File: src/rtl/addn_seq_if.sv
// ============================================================================
// Module      : addn_seq_if
// Description : Operand/result handshake bundle for the addn_seq
//               multi-cycle adder/subtractor.
// Revision    : 1.0 - initial release
// ============================================================================
`default_nettype none

interface addn_seq_if #(
  parameter int WIDTH = 32
);
  logic             in_valid;
  logic             in_ready;
  logic [WIDTH-1:0] a;
  logic [WIDTH-1:0] b;
  logic             cin;
  logic             sub;
  logic             out_valid;
  logic             out_ready;
  logic [WIDTH-1:0] sum;
  logic             cout;
  logic             ovf;

  // Producer of operands / consumer of results.
  modport master (
    output in_valid, a, b, cin, sub, out_ready,
    input  in_ready, out_valid, sum, cout, ovf
  );

  // The arithmetic block itself.
  modport slave (
    input  in_valid, a, b, cin, sub, out_ready,
    output in_ready, out_valid, sum, cout, ovf
  );
endinterface

`default_nettype wire

File: src/rtl/addn_seq.sv
// ============================================================================
// Module      : addn_seq
// Description : Multi-cycle WIDTH-bit adder/subtractor, CHUNK bits per cycle,
//               valid/ready handshake on operand and result sides.
//               Optional macro ADDN_SAT_EN: clamp sum to signed max/min on
//               signed overflow (cout/ovf unchanged).
// Revision    : 1.0 - initial release
// ============================================================================
`default_nettype none

module addn_seq #(
  parameter int WIDTH = 32,
  parameter int CHUNK = 8
) (
  input  wire         clk,
  input  wire         rst_n,
  addn_seq_if.slave   bus
);

  localparam int N     = WIDTH / CHUNK;
  localparam int IDX_W = (N > 1) ? $clog2(N) : 1;
  localparam int MSB   = WIDTH - 1;

  // Reject illegal geometries at elaboration time.
  if ((WIDTH % CHUNK) != 0) begin : g_bad_chunk
    $error("addn_seq: WIDTH (%0d) must be a multiple of CHUNK (%0d)", WIDTH, CHUNK);
  end
  if (WIDTH < 2) begin : g_bad_width
    $error("addn_seq: WIDTH (%0d) must be at least 2", WIDTH);
  end

  typedef enum logic [1:0] {
    S_IDLE = 2'd0,
    S_RUN  = 2'd1,
    S_DONE = 2'd2
  } state_t;

  state_t             state_q, state_d;
  logic [IDX_W-1:0]   idx_q, idx_d;
  logic [WIDTH-1:0]   a_q, a_d;
  logic [WIDTH-1:0]   b_q, b_d;       // already inverted for subtraction
  logic               carry_q, carry_d;
  logic [WIDTH-1:0]   acc_q, acc_d;   // raw result being assembled
  logic [WIDTH-1:0]   sum_q, sum_d;   // published result, held between ops
  logic               cout_q, cout_d;
  logic               ovf_q, ovf_d;

  logic [CHUNK-1:0]   a_chunk;
  logic [CHUNK-1:0]   b_chunk;
  logic [CHUNK:0]     chunk_sum;
  logic               last_chunk;
  logic               ovf_w;

  // Select the operand slice addressed by the chunk index.
  always_comb begin
    a_chunk = '0;
    b_chunk = '0;
    for (int i = 0; i < N; i++) begin
      if (idx_q == IDX_W'(i)) begin
        a_chunk = a_q[i*CHUNK +: CHUNK];
        b_chunk = b_q[i*CHUNK +: CHUNK];
      end
    end
    chunk_sum  = {1'b0, a_chunk} + {1'b0, b_chunk} + {{CHUNK{1'b0}}, carry_q};
    last_chunk = (idx_q == IDX_W'(N - 1));
  end

  // Next-state, datapath update and flag generation.
  always_comb begin
    state_d = state_q;
    idx_d   = idx_q;
    a_d     = a_q;
    b_d     = b_q;
    carry_d = carry_q;
    acc_d   = acc_q;
    sum_d   = sum_q;
    cout_d  = cout_q;
    ovf_d   = ovf_q;
    ovf_w   = 1'b0;

    case (state_q)
      S_IDLE: begin
        if (bus.in_valid) begin
          a_d     = bus.a;
          b_d     = bus.sub ? ~bus.b : bus.b;
          carry_d = bus.sub ? ~bus.cin : bus.cin;
          idx_d   = '0;
          acc_d   = '0;
          state_d = S_RUN;
        end
      end

      S_RUN: begin
        carry_d = chunk_sum[CHUNK];
        for (int i = 0; i < N; i++) begin
          if (idx_q == IDX_W'(i)) begin
            acc_d[i*CHUNK +: CHUNK] = chunk_sum[CHUNK-1:0];
          end
        end
        idx_d = idx_q + IDX_W'(1);
        if (last_chunk) begin
          idx_d   = '0;
          state_d = S_DONE;
          ovf_w   = (a_q[MSB] == b_q[MSB]) && (acc_d[MSB] != a_q[MSB]);
          cout_d  = chunk_sum[CHUNK];
          ovf_d   = ovf_w;
`ifdef ADDN_SAT_EN
          if (ovf_w) begin
            sum_d = a_q[MSB] ? {1'b1, {(WIDTH-1){1'b0}}} : {1'b0, {(WIDTH-1){1'b1}}};
          end else begin
            sum_d = acc_d;
          end
`else
          sum_d = acc_d;
`endif
        end
      end

      S_DONE: begin
        if (bus.out_ready) begin
          state_d = S_IDLE;
        end
      end

      default: begin
        state_d = S_IDLE;
      end
    endcase
  end

  // State and datapath registers, cleared asynchronously.
  always_ff @(posedge clk or negedge rst_n) begin
    if (!rst_n) begin
      state_q <= S_IDLE;
      idx_q   <= '0;
      a_q     <= '0;
      b_q     <= '0;
      carry_q <= 1'b0;
      acc_q   <= '0;
      sum_q   <= '0;
      cout_q  <= 1'b0;
      ovf_q   <= 1'b0;
    end else begin
      state_q <= state_d;
      idx_q   <= idx_d;
      a_q     <= a_d;
      b_q     <= b_d;
      carry_q <= carry_d;
      acc_q   <= acc_d;
      sum_q   <= sum_d;
      cout_q  <= cout_d;
      ovf_q   <= ovf_d;
    end
  end

  assign bus.in_ready  = (state_q == S_IDLE);
  assign bus.out_valid = (state_q == S_DONE);
  assign bus.sum       = sum_q;
  assign bus.cout      = cout_q;
  assign bus.ovf       = ovf_q;

endmodule

`default_nettype wire
File: src/flat_wrapper.sv
// flat-port wrapper written by rule: the top's interface ports become plain ports
module addn_seq_flat 
#(
  parameter int WIDTH = 32,
  parameter int CHUNK = 8
)
  (clk, rst_n, bus_in_valid, bus_a, bus_b, bus_cin, bus_sub, bus_out_ready, bus_in_ready, bus_out_valid, bus_sum, bus_cout, bus_ovf);
  addn_seq_if #(.WIDTH(WIDTH)) bus_i ();
  input  wire clk;
  input  wire rst_n;
  input wire logic [$bits(bus_i.in_valid)-1:0] bus_in_valid;
  input wire logic [$bits(bus_i.a)-1:0] bus_a;
  input wire logic [$bits(bus_i.b)-1:0] bus_b;
  input wire logic [$bits(bus_i.cin)-1:0] bus_cin;
  input wire logic [$bits(bus_i.sub)-1:0] bus_sub;
  input wire logic [$bits(bus_i.out_ready)-1:0] bus_out_ready;
  output wire logic [$bits(bus_i.in_ready)-1:0] bus_in_ready;
  output wire logic [$bits(bus_i.out_valid)-1:0] bus_out_valid;
  output wire logic [$bits(bus_i.sum)-1:0] bus_sum;
  output wire logic [$bits(bus_i.cout)-1:0] bus_cout;
  output wire logic [$bits(bus_i.ovf)-1:0] bus_ovf;
  assign bus_i.in_valid = bus_in_valid;
  assign bus_i.a = bus_a;
  assign bus_i.b = bus_b;
  assign bus_i.cin = bus_cin;
  assign bus_i.sub = bus_sub;
  assign bus_i.out_ready = bus_out_ready;
  assign bus_in_ready = bus_i.in_ready;
  assign bus_out_valid = bus_i.out_valid;
  assign bus_sum = bus_i.sum;
  assign bus_cout = bus_i.cout;
  assign bus_ovf = bus_i.ovf;
  addn_seq #(.WIDTH(WIDTH), .CHUNK(CHUNK)) u_core (.clk(clk), .rst_n(rst_n), .bus(bus_i));
endmodule
File: config.mk
export PLATFORM = sky130hd
export DESIGN_NAME = addn_seq_flat
export DESIGN_NICKNAME = d
export VERILOG_FILES = /design/src/rtl/addn_seq_if.sv /design/src/rtl/addn_seq.sv /design/src/flat_wrapper.sv
export SDC_FILE = /design/constraint.sdc
export NUM_CORES = 1
export LEC_CHECK = 0
export ABC_AREA = 1
export CAP_MARGIN = 40
export CORE_AREA = 4 4 93 183
export CTS_CLUSTER_DIAMETER = 200
export CTS_CLUSTER_SIZE = 28
export DETAILED_ROUTE_END_ITERATION = 10
export DIE_AREA = 0 0 97 187
export SETUP_SLACK_MARGIN = 0.4
export SYNTH_ARGS = -nofsm -noshare
export SYNTH_HDL_FRONTEND = slang
export SYNTH_SLANG_ARGS = --single-unit
File: constraint.sdc
create_clock -name clk -period 3.82 [get_ports clk]
set_input_delay 0.764 -clock clk [delete_from_list [all_inputs] [get_ports clk]]
set_output_delay 0.764 -clock clk [all_outputs]
set_load 0.01 [all_outputs]
# Word level (Yosys, flattened, before mapping)
# Cells that the tools add are included.
dict set report word_totals {
  register_bits 135
  latch_bits 0
  ram_bits 0
  mem_bits_ro 0
  in_bits 70
  out_inout_bits 36
  word_cells 58
  n_memories 0
}
dict set report op_classes {
  add_sub_neg 3
  mul 0
  n_div 0
  magnitude_cmp 0
  eq_ne 10
  shift 0
  mux 26
  n_bitwise 2
  reduce_logical 8
}
# cell count
set op_table {}
lappend op_table {{8-bit two-way mux} 13}
lappend op_table {{32-bit two-way mux} 2}
lappend op_table {{32-bit one-hot mux with 2 select lines} 1}
lappend op_table {{32-bit inverter} 1}
lappend op_table {{2-bit two-way mux} 5}
lappend op_table {{8-bit by 8-bit adder with 9-bit output} 1}
lappend op_table {{9-bit by 1-bit adder with 9-bit output} 1}
lappend op_table {{2-bit == test (second input constant)} 3}
lappend op_table {{2-bit one-hot mux with 3 select lines} 1}
lappend op_table {{2-bit AND reduction} 3}
lappend op_table {{2-bit by 1-bit == test with 1-bit output (second input constant)} 2}
lappend op_table {{2-bit zero test} 2}
lappend op_table {{2-bit != test (second input constant)} 2}
lappend op_table {{2-bit one-hot mux with 2 select lines} 1}
lappend op_table {{3-bit AND reduction} 1}
lappend op_table {{2-bit by 1-bit adder with 2-bit output (second input constant)} 1}
lappend op_table {{1-bit two-way mux} 2}
lappend op_table {{2-bit by 1-bit != test with 1-bit output (second input constant)} 1}
lappend op_table {{1-bit one-hot mux with 2 select lines} 1}
lappend op_table {{2-bit nonzero test} 1}
lappend op_table {{1-bit == test} 1}
lappend op_table {{1-bit logical AND} 1}
lappend op_table {{1-bit != test} 1}
lappend op_table {{1-bit inverter} 1}

# Longest topological paths before layout
dict set report depth {
  ltp_word 11
  mapped_depth 19
  depth_no_buf 18
}

# Worst setup path after synthesis
# Ideal clock, no wire load.
dict set report synth_path {
  kind {reg2reg}
  startpoint {reg u_core.idx_q[0]}
  endpoint {reg u_core.acc_q[14]}
  setup_ns 0.118
  arrival_time_ns 3.045
  required_time_ns 3.702
  path_slack_ns 0.657
  stages_incl_launch_ff 18
  path_buffers 1
  synth_period_minus_slack_ns 3.163
  path_cell_list {dfrtp_1 inv_1 ha_1 inv_1 nor2_1 buf_2 a22oi_1 a21oi_1 a21oi_1 fa_1 fa_1 nand3b_1 nand2_1 a21oi_1 xor2_1 nand2_1 nand3_1 nand2_1}
}
dict set report synth_between {
  elab_chain_len 9
  elab_cells_between_ends 16
  cone_classes {add/sub: 2; eq/ne: 3; mux: 10; reduce/logical: 1}
}
# element line_no
set synth_rtl {}
lappend synth_rtl {{from (decl)} addn_seq.sv:39} ;# logic [IDX_W-1:0] idx_q, idx_d;
lappend synth_rtl {{from (signal assigned)} addn_seq.sv:145} ;# idx_q <= idx_d;
lappend synth_rtl {{2-bit zero test} addn_seq.sv:59} ;# if (idx_q == IDX_W'(i)) begin
lappend synth_rtl {{8-bit two-way mux (4 in series)} addn_seq.sv:59}
lappend synth_rtl {{8-bit by 8-bit adder with 9-bit output} addn_seq.sv:64} ;# chunk_sum = {1'b0, a_chunk} + {1'b0, b_chunk} + {{CHUNK{1'b0}}, carry_q};
lappend synth_rtl {{9-bit by 1-bit adder with 9-bit output} addn_seq.sv:64}
lappend synth_rtl {{8-bit two-way mux (*)} addn_seq.sv:96} ;# if (idx_q == IDX_W'(i)) begin
lappend synth_rtl {{32-bit one-hot mux with 2 select lines (*)} addn_seq.sv:81} ;# case (state_q)
lappend synth_rtl {{to (signal assigned)} addn_seq.sv:139} ;# acc_q <= '0;
lappend synth_rtl {{to (signal assigned)} addn_seq.sv:149} ;# acc_q <= acc_d;
lappend synth_rtl {{to (decl)} addn_seq.sv:43} ;# logic [WIDTH-1:0] acc_q, acc_d;
# Every way passes the cells marked *; elsewhere a longest branch is shown, timed or not.
# A chain may end at the register's enable or synchronous reset.

# Final worst setup path
dict set report layout_path {
  startpoint {reg u_core.idx_q[0]}
  endpoint {reg u_core.sum_q[14] (netlist: u_core.bus.sum[14])}
}
dict set report layout_between {
  elab_chain_len 8
  elab_cells_between_ends 16
  cone_classes {add/sub: 2; eq/ne: 3; mux: 9; reduce/logical: 2}
}
# element line_no
set layout_rtl {}
lappend layout_rtl {{2-bit zero test} addn_seq.sv:59}
lappend layout_rtl {{8-bit two-way mux (4 in series)} addn_seq.sv:59}
lappend layout_rtl {{8-bit by 8-bit adder with 9-bit output} addn_seq.sv:64}
lappend layout_rtl {{9-bit by 1-bit adder with 9-bit output} addn_seq.sv:64}
lappend layout_rtl {{8-bit two-way mux} addn_seq.sv:96}
lappend layout_rtl {{to (signal assigned)} addn_seq.sv:150} ;# sum_q <= sum_d;
lappend layout_rtl {{to (decl)} addn_seq.sv:44} ;# logic [WIDTH-1:0] sum_q, sum_d;
# Parallel ways exist; a longest one is shown, timed or not.

==> results.sh <==
export IMPL_status="finished clean"
export IMPL_die_w_um=97
export IMPL_ys_warn_count=0
export IMPL_fin_ws_ns=0.626
export IMPL_syn_area_mm2=0.00615
export IMPL_port_buffers=105
export IMPL_initial_core_util_pct=39.2
export IMPL_use_met1_pct=19.9
export IMPL_fin_cells=1049
export IMPL_synth_cell_type_count=26
export IMPL_setup_tns_ns=0
export IMPL_holdBufCountCts=0
export IMPL_clk_latency_ns=0.42
export IMPL_cp_cell_sequence="inv_1 > ha_4 > inv_1 > nor2_4 > buf_4 > a22oi_1 > nand2_1 > o21ai_0 > a21oi_1 > ha_1 > a21oi_1 > nand2_2 > a21oi_1 > xor2_2 > nand2_1 > nand3_1 > nand2_1"
export IMPL_routedWlPerCell_um=14.9
export IMPL_area_growth_syn_to_layout_pct=31.8
export IMPL_holdCritPathClass="in -> async"
export IMPL_hold_slack_ns=0.356
export IMPL_clk_pin_slew_ns=0.06
export IMPL_syn_avg_cell_area_um2=8.34
export IMPL_grt_use_met3_pct=3.25
export IMPL_wl_um=15600
export IMPL_ys_seq_area_share_pct=52.1
export IMPL_dp_hpwl_um=11400
export IMPL_drive_above_1_share_pct=9.55
export IMPL_pre_cts_slack_ns=0.354
export IMPL_slew_viol_final=0
export IMPL_crit_fanout=9
export IMPL_grt_pass1_vias=5223
export IMPL_cts_sinks=128
export IMPL_rsz0062_at_grt="false"
export IMPL_crit_type="reg -> reg"
export IMPL_overflow=0
export IMPL_min_period_ns=3.19
export IMPL_cts_tree="done"
export IMPL_power_total_mw=8.27
export IMPL_startpoint_type="flip-flop"
export IMPL_endpoint_kind="flip-flop"
export IMPL_htreeDepth=4
export IMPL_place_congestion=0.926
export IMPL_finalNetCount=918
export IMPL_p_leak_nw=3.82
export IMPL_use_met2_pct=30.4
export IMPL_slowest_delay_ns=0.45
export IMPL_critPathBufInv=3
export IMPL_dp_cells=1015
export IMPL_max_cap_violations=0
export IMPL_core_region_area_mm2=0.0157
export IMPL_finalCritPeriodShare_pct=83.6
export IMPL_worstMarginPinSlew_ns=0.886
export IMPL_crit_required_ns=4.12
export IMPL_top_usage_layer="met2"
export IMPL_placed_cell_area_mm2=0.00740
export IMPL_dr_total_vias=5180
export IMPL_ir_worst_vdd_mv=0.591
export IMPL_die_height_um=187
export IMPL_cts_buffers=17
export IMPL_max_freq_mhz=313
export IMPL_die_area_mm2=0.0181
export IMPL_cp_slowest_cell="dfrtp_2"
export IMPL_cts_buffer_depth=2
export IMPL_io_pins=106
export IMPL_finalHoldViolCount=0
export IMPL_cp_top_family="compound AO/OA/AOI/OAI gates"
export IMPL_cp_data_arrival_time_ns=3.50
export IMPL_grt_usage_pct=17.3
export IMPL_ant_nets=0
export IMPL_synthesis_instances=738
export IMPL_cts_root_buf="clkbuf_16"
export IMPL_ys_seq_elements=128
export IMPL_grt_first_pass_wirelength_um=25500
export IMPL_slew_headroom_pct=41.0
export IMPL_setup_viol=0
export IMPL_drt_initial_drc_count=296
export IMPL_p_per_area_mw_per_mm2=1020
export IMPL_diodes=0
export IMPL_syn_nets=821
export IMPL_drt_pass1_iterations=7
export IMPL_antenna_found_initial=0
export IMPL_grt_max_degree=96
export IMPL_rows=65
export IMPL_viasPerCell=4.94
export IMPL_fin_util_pct=51.7
export IMPL_finClkSkew_ns=0.0116
export IMPL_route_detailed_drc=0
export IMPL_final_area_mm2=0.00811
-- timing repair --
action | in CTS | in global routing
gates cloned | 0 | 0
hold endpoints to repair | 0 | 0
buffers inserted | 0 | 2
gates resized for setup | 3 | 16
pin swaps | 0 | 1
setup endpoints to repair | 11 | 37
-- state kept, by name (all words and copies together) (netlist names), 2 cells and up --
register,flops
u_core.b_q,32
u_core.bus.sum,32
u_core.idx_q,2
u_core.a_q,32
u_core.state_q,2
u_core.acc_q,25
-- cells in the final DEF (no fill, tap or decap), drive strengths merged --
cell	n
nand2	282
dfrtp	128
clkdlybuf4s50	103
o21ai	92
inv	36
xnor2	35
a21oi	30
nand3	27
buf	18
clkbuf	17
nor2	17
or2	13
a22oi	11
ha	11
clkinv	7
clkinvlp	3
o211ai	3
o22ai	3
bufinv	3
xor2	3
fa	2
a22o	1
nand3b	1
a21o	1
o31ai	1
-- layout make-up --
cell class                      count  area [um^2]
Fill cell                        1500         7590
Inverter                           34          131
Tap cell                          201          251
Multi-Input combinational cell    533         2710
Timing Repair Buffer              121         1200
Clock buffer                       17          425
Sequential cell                   128         3200
Clock inverter                     15          185
-- cells by family (layout without fill, tap and decap cells) --
| kind of cell | after synthesis | in the layout | synth area share, % |
|---|---|---|---|
| buffers and inverters | 77 | 187 | 5.08 |
| flip-flops | 128 | 128 | 52.1 |
| AND/OR/NAND/NOR | 340 | 340 | 22.2 |
| AO/OA/AOI/OAI | 142 | 142 | 12.3 |
| XOR/XNOR | 38 | 38 | 5.41 |
| adder cells (fa/ha/maj) | 13 | 13 | 2.89 |
-- Yosys cell counts (all sizes together) --
library cell	number	area (um^2)
a21oi	30	150
nand2	282	1060
nand3b	1	7.51
xnor2	35	307
a22oi	11	82.6
nor2	17	86.3
a21o	1	7.51
clkbuf	26	97.6
o31ai	1	7.51
inv	34	128
ha	11	138
buf	17	87.6
o211ai	3	22.5
nand3	27	135
xor2	3	26.3
a22o	1	8.76
dfrtp	128	3200
o22ai	3	18.8
o21ai	92	460
fa	2	40.0
or2	13	81.3
-- worst paths after layout --
path                                       from                 end  depth (start not counted)  slack [ns]
min in group clk                 u_core.a_q[18]      u_core.a_q[18]                          2        0.47
worst max register to register  u_core.idx_q[0]  u_core.bus.sum[14]                         17        0.63
worst max-delay path            u_core.idx_q[0]  u_core.bus.sum[14]                         17        0.63
max in group asynchronous                 rst_n    u_core.acc_q[22]                          2        3.15
worst min register to register   u_core.a_q[18]      u_core.a_q[18]                          2        0.47
worst min-delay path                      rst_n      u_core.b_q[10]                          2        0.36
-- metal layers --
layer | share of wire (%) | routed length, um
met1 | 39 | 6160
met2 | 53 | 8250
met3 | 3.9 | 613
met4 | 3.8 | 591
met5 | 0 | 0
-- power by group --
| group | internal (mW) | switching [mW] |
|---|---|---|
| registers | 2.00 | 0.367 |
| clock network | 1.03 | 0.624 |
| logic | 1.66 | 2.59 |
-- worst register-to-register path, stage by stage (launching register included) --
cell and delay (ns):
dfrtp_2 0.45, inv_1 0.16, ha_4 0.21, inv_1 0.12, nor2_4 0.13, buf_4 0.18
a22oi_1 0.08, nand2_1 0.06, o21ai_0 0.07, a21oi_1 0.23, ha_1 0.33, a21oi_1 0.18
nand2_2 0.10, a21oi_1 0.27, xor2_2 0.27, nand2_1 0.11, nand3_1 0.08, nand2_1 0.05
Note: power is estimated with default switching activity, not from simulation.
